`config.mk`:
```
export PLATFORM = sky130hd
export DESIGN_NAME = sev_seg_displays_scanner
export DESIGN_NICKNAME = d
export VERILOG_FILES = /design/src/rtl/sev_seg_displays_scanner.sv
export SDC_FILE = /design/constraint.sdc
export NUM_CORES = 1
export LEC_CHECK = 0
export ABC_CLOCK_PERIOD_IN_PS = 2400
export CAP_MARGIN = 0
export CORE_UTILIZATION = 47
export CTS_CLUSTER_SIZE = 30
export DETAILED_ROUTE_END_ITERATION = 6
export PLACE_DENSITY_LB_ADDON = 0.2
export SYNTH_ARGS = -nofsm -noshare
export SYNTH_HDL_FRONTEND = slang
export SYNTH_SLANG_ARGS = --single-unit
export TNS_END_PERCENT = 30
```
`constraint.sdc`:
```
create_clock -name clk -period 2.4 [get_ports clk]
set_input_delay 0.72 -clock clk [delete_from_list [all_inputs] [get_ports clk]]
set_output_delay 0.72 -clock clk [all_outputs]
set_load 0.02 [all_outputs]
```
`src/rtl/sev_seg_displays_scanner.sv`:
```
`default_nettype none
// ============================================================================
// Module   : sev_seg_displays_scanner
// Brief    : Time-multiplexing scanner for a 4-digit seven-segment display.
//            One digit is driven per slot. Each slot begins with a blanking
//            interval that suppresses ghosting. All pin outputs are registered.
// Revision : 1.0 - initial release
// ============================================================================
module sev_seg_displays_scanner #(
  parameter int REFRESH_DIV    = 50000,
  parameter int BLANK_CYCLES   = 500,
  parameter bit SEG_ACTIVE_LOW = 1'b1,
  parameter bit SEL_ACTIVE_LOW = 1'b1
) (
  input  logic       clk,
  input  logic       rst,
  input  logic       en,
  input  logic [6:0] digit_0,
  input  logic [6:0] digit_1,
  input  logic [6:0] digit_2,
  input  logic [6:0] digit_3,
  input  logic [3:0] dots,
  output logic [6:0] segments_out,
  output logic       dot_out,
  output logic [3:0] digit_sel,
  output logic       scan_tick
);

  localparam int                 C_CNT_W    = (REFRESH_DIV > 1) ? $clog2(REFRESH_DIV) : 1;
  localparam logic [C_CNT_W-1:0] C_CNT_LAST = C_CNT_W'(REFRESH_DIV - 1);
  localparam logic [6:0]         C_SEG_OFF  = SEG_ACTIVE_LOW ? 7'h7F : 7'h00;
  localparam logic               C_DOT_OFF  = SEG_ACTIVE_LOW;
  localparam logic [3:0]         C_SEL_OFF  = SEL_ACTIVE_LOW ? 4'hF : 4'h0;

  logic               running_q, running_d;
  logic [1:0]         idx_q, idx_d;
  logic [C_CNT_W-1:0] cnt_q, cnt_d;
  logic [7:0]         pat_q, pat_d;     // {dot, segments g..a}, 1 = lit
  logic               w_load;
  logic [7:0]         w_pat_src;
  logic               w_in_blank;
  logic               w_show;
  logic [6:0]         w_seg_lit;
  logic               w_dot_lit;
  logic [3:0]         w_sel_lit;
  logic               w_tick;

  // Slot sequencing: start from slot 0 on enable, advance slots while running.
  always_comb begin
    running_d = running_q;
    idx_d     = idx_q;
    cnt_d     = cnt_q;
    w_load    = 1'b0;
    if (!running_q) begin
      if (en) begin
        running_d = 1'b1;
        idx_d     = 2'd0;
        cnt_d     = '0;
        w_load    = 1'b1;
      end
    end else if (!en) begin
      running_d = 1'b0;
      idx_d     = 2'd0;
      cnt_d     = '0;
    end else if (cnt_q != C_CNT_LAST) begin
      cnt_d = cnt_q + 1'b1;
    end else begin
      cnt_d  = '0;
      idx_d  = idx_q + 2'd1;
      w_load = 1'b1;
    end
  end

  // Select the pattern of the digit about to be shown; only captured on slot entry.
  always_comb begin
    case (idx_d)
      2'd0:    w_pat_src = {dots[0], digit_0};
      2'd1:    w_pat_src = {dots[1], digit_1};
      2'd2:    w_pat_src = {dots[2], digit_2};
      default: w_pat_src = {dots[3], digit_3};
    endcase
    pat_d = w_load ? w_pat_src : pat_q;
  end

  // Blanking window at the start of each slot; absent entirely when zero-length.
  if (BLANK_CYCLES == 0) begin : g_no_blank
    assign w_in_blank = 1'b0;
  end else begin : g_blank
    localparam logic [C_CNT_W-1:0] C_BLANK = C_CNT_W'(BLANK_CYCLES);
    assign w_in_blank = (cnt_d < C_BLANK);
  end

  // Output values derived from next state so the registered pins match the state
  // registers in the same cycle.
  always_comb begin
    w_show    = running_d && !w_in_blank;
    w_sel_lit = w_show ? (4'b0001 << idx_d) : 4'b0000;
    w_seg_lit = w_show ? pat_d[6:0] : 7'h00;
    w_dot_lit = w_show ? pat_d[7] : 1'b0;
    w_tick    = running_d && (idx_d == 2'd3) && (cnt_d == C_CNT_LAST);
  end

  // State and pin registers; async reset forces the inactive pin levels at once.
  always_ff @(posedge clk or posedge rst) begin
    if (rst) begin
      running_q    <= 1'b0;
      idx_q        <= 2'd0;
      cnt_q        <= '0;
      pat_q        <= 8'h00;
      segments_out <= C_SEG_OFF;
      dot_out      <= C_DOT_OFF;
      digit_sel    <= C_SEL_OFF;
      scan_tick    <= 1'b0;
    end else begin
      running_q    <= running_d;
      idx_q        <= idx_d;
      cnt_q        <= cnt_d;
      pat_q        <= pat_d;
      segments_out <= w_seg_lit ^ {7{SEG_ACTIVE_LOW}};
      dot_out      <= w_dot_lit ^ SEG_ACTIVE_LOW;
      digit_sel    <= w_sel_lit ^ {4{SEL_ACTIVE_LOW}};
      scan_tick    <= w_tick;
    end
  end

endmodule
`default_nettype wire

```
==> metrics.txt, run 1 <==
status=completed; Critical Path End Type=register; WL final=7.14 mm; Syn Std Cell Area=2390 um2; maximum number of pins on one net before global-route repair=41; min-delay worst type=register to register; core region area=4820 um2; clock sinks=40; clock power share=38.3%; clock root buffer=clkbuf_8; P_int=1130 uW; starting utilization of the core area=49.5%; number of diodes=0; LEAKAGE=0.00152 uW; total overflow reported by the global router=0; fraction of the mapped netlist area in adder cells=0.524%; number of maximum-capacitance constraint violations=0; Crit-path slowest cell=or4_4; wire length per cell after detailed routing=17.3 um; post-layout worst setup margin=4.60 ps; part of the total power dissipated in combinational logic=15.0%; fraction of synthesized cell area taken by the top area cell type=29.4%; Max Clock Skew=9.20 ps; switching pwr=374 uW; total number of H-tree levels=2; dominant register cell in the synthesized netlist=dfrtp_1; part of the cycle the worst path needs=99.8%; maximum VDD drop=348 uV; I/O pin cnt=48; via count of the first global-routing pass=2406; portion of total power attributed to sequential cells=46.7%; arrival time at the worst endpoint=2620 ps; synthesized instance count=248; vertical extent of the die=73.3 um; number of register bits inferred by synthesis=40; EDFF count, synth=0; Final Hold Vio Count=0; initial antenna violation count=0; RSZ-0062 raised after global routing=yes; worst rel slew slack=63.4%; commonest cells in the synthesized netlist=dfrtp_1, nand2_1, o21ai_0; final critical-path required period=2400 ps; remaining design rule violation count=0; startpoint types=register; site row count=25; layout cells sized above 1=34.3%; power density of the placed cells=424 nW/um2; first-pass GRT wire length=11.3 mm; measured slew at the worst slew-check pin=545 ps; Worst-Skew Late Latency=300 ps; leading cell type by number of instances after synthesis=dfrtp_1; HPWL after detailed placement=4.86 mm; die outline width=73.3 um; share of the synthesized area in compound gates (AO/OA/AOI/OAI)=25.1%; post-route ant nets=0; crit path kind=register to register; share of synthesized area occupied by flip-flops and latches=42.6%; count of final setup violators=0; number of distinct library cell variants in the gate-level netlist after synthesis=48; TritonRoute pass-1 iters=5; maximum fanout count along the critical path=6; biggest area consumer among synthesized cells=dfrtp_1; count of warnings emitted by yosys=0; final estimated routing congestion in global placement=0.924; post-place setup slack=-531 ps; post-detailed-route via-to-cell ratio=5.89; starting DRC count in detailed routing=169; final worst hold slack=635 ps; crit path cell chain=ha_2, and3_4, buf_4, nand4_1, a21oi_1, o21ai_2, or4_4, nand3b_4, o211ai_1; fraction of synthesized area in multiplexers=0%; Area Growth Syn to Fin=48.6%; die area=5370 um2; CTS tree=yes; combinational family with the most area after synthesis=simple AND/OR/NAND/NOR gates; number of buffer cells added on primary ports=47; number of nets in the synthesized netlist=284; synth top area cells=dfrtp_1, dfstp_2, nand3_2, nand2_1, a22o_1; data required time of the critical path=2630 ps; clock buffers created by TritonCTS=5; asr flop ratio synth=100%; Bufs on Longest Clock Path=2; overall track demand over capacity in global routing=28.3%; Avg Inst Size Synth=9.62 um2; register-to-register path setup slack=5 ps; maximum achievable frequency=417 MHz; fraction of synthesized cell area in xor and xnor cells=0.367%; clock-pin slew reported for the worst setup and hold paths after clock tree synthesis=90 ps; routed via count=2439; number of max-slew violations in the final report=0; number of nets in the layout=382; area share of and/or/nand/nor cells after synthesis=25.3%; share of total power consumed by net switching=24.9%; longest individual stage delay on the worst path=550 ps
[worst paths after layout]
| kind | end | from | depth (start not counted) |
|---|---|---|---|
| max | digit_sel[2] | cnt_q[0] | 9 |
| min | pat_q[3] | pat_q[3] | 2 |
| max reg2reg | digit_sel[2] | cnt_q[0] | 9 |
| min reg2reg | pat_q[3] | pat_q[3] | 2 |
| max in group asynchronous | digit_sel[3] | rst | 3 |
| min in group asynchronous | cnt_q[3] | rst | 3 |
[repair_timing]
item / 4_1_cts / 5_1_grt
gates cloned: 1 / 0
hold buffers: 0 / 0
pin swaps: 10 / 8
resized for setup: 13 / 6
setup buffers: 9 / 2
setup endpoints to repair: 13 / 13
[through the flow]
step / util (%) / power (uW) / cell area (um2) / TNS [ps] / std cells
after floorplan: - / 818 / 2430 / 0 / 248
after detailed placement: 67.8 / 930 / 3260 / -7000 / 395
after global placement: 67.8 / 923 / 3260 / -6690 / 395
final: 73.6 / 1500 / 3540 / 0 / 414
after CTS: 72.8 / 1500 / 3510 / 0 / 412
after global routing: 73.6 / 1560 / 3540 / -613 / 414
[sequential cells by signal, summed over array words and instances, names as in the netlist]
name,flops
cnt_q,16
pat_q,8
segments_out,7
digit_sel,4
idx_q,2
dot_out,1
running_q,1
scan_tick,1
[critical path, delay by kind of cell, from the launching register on]
kind,cells,cell delay (ps)
AOI/OAI and AO/OA,3,430
adders and majority gates,1,180
buffers and inverters,1,130
DFF,1,370
and+or+nand+nor,4,1210
[layout by cell type, fill, tap and decap left out, drive strengths merged, types with 2 or more instances in the layout]
cell type,count
a21o,5
a21oi,8
a221o,7
a221oi,2
a22o,9
a22oi,8
a31oi,4
a41oi,2
and2,2
and3,5
and4,3
and4bb,2
buf,62
clkbuf,5
clkdlybuf4s50,46
dfrtp,28
dfstp,12
inv,15
nand2,25
nand3,17
nand3b,2
nand4,8
nor2,5
nor3,9
nor4,3
nor4b,2
o211ai,5
o21ai,15
o22ai,8
o31ai,2
or2,2
or3,3
or4,3
[layout make-up]
| cell class | instances | area [um2] |
|---|---|---|
| Clock buffer | 5 | 68.8 |
| Clock inverter | 3 | 46.3 |
| Fill cell | 360 | 1270 |
| Inverter | 14 | 52.6 |
| Multi-Input combinational cell | 176 | 1330 |
| Sequential cell | 40 | 1020 |
| Tap cell | 67 | 83.8 |
| Timing Repair Buffer | 109 | 946 |
[cell families after synthesis]
kind of cell / count (synthesis)
AND/OR/NAND/NOR: 92
AO/OA/AOI/OAI: 81
XOR/XNOR: 1
buffers and inverters: 33
adder cells (fa/ha/maj): 1
flip-flops: 40
[metal layers]
metal / vias to the layer above / global-route usage (%) / wire length [um]
li1: 1150 / - / -
met1: 1160 / 38.1 / 3110
met2: 113 / 44.8 / 3380
met3: 16 / 5.90 / 479
met4: 0 / 11.1 / 179
met5: - / 0 / 0
[power by group through the flow]
stage	Combinational, uW	Sequential (uW)	Clock [uW]
floorplan	103	716	0
global placement	210	713	0
detailed placement	215	715	0
CTS	221	702	581
global route	244	705	607
finish	225	703	576
Power figures use the tool's default switching activity.
==> inputs of run 2 (changes only) <==
--- a/config.mk
+++ b/config.mk
@@ -10,6 +10,7 @@
 export CORE_UTILIZATION = 47
 export CTS_CLUSTER_SIZE = 30
 export DETAILED_ROUTE_END_ITERATION = 6
+export HOLD_SLACK_MARGIN = 0.15
 export PLACE_DENSITY_LB_ADDON = 0.2
 export SYNTH_ARGS = -nofsm -noshare
 export SYNTH_HDL_FRONTEND = slang
==> results of run 2 <==
The final DEF is identical to that of run 1; final timing and power are the same.
==> inputs of run 3 (changes only) <==
--- a/config.mk
+++ b/config.mk
@@ -10,7 +10,7 @@
 export CORE_UTILIZATION = 47
 export CTS_CLUSTER_SIZE = 30
 export DETAILED_ROUTE_END_ITERATION = 6
-export HOLD_SLACK_MARGIN = 0.15
+export HOLD_SLACK_MARGIN = 0.03
 export PLACE_DENSITY_LB_ADDON = 0.2
 export SYNTH_ARGS = -nofsm -noshare
 export SYNTH_HDL_FRONTEND = slang
==> results of run 3 <==
The final DEF is identical to that of run 1; final timing and power are the same.
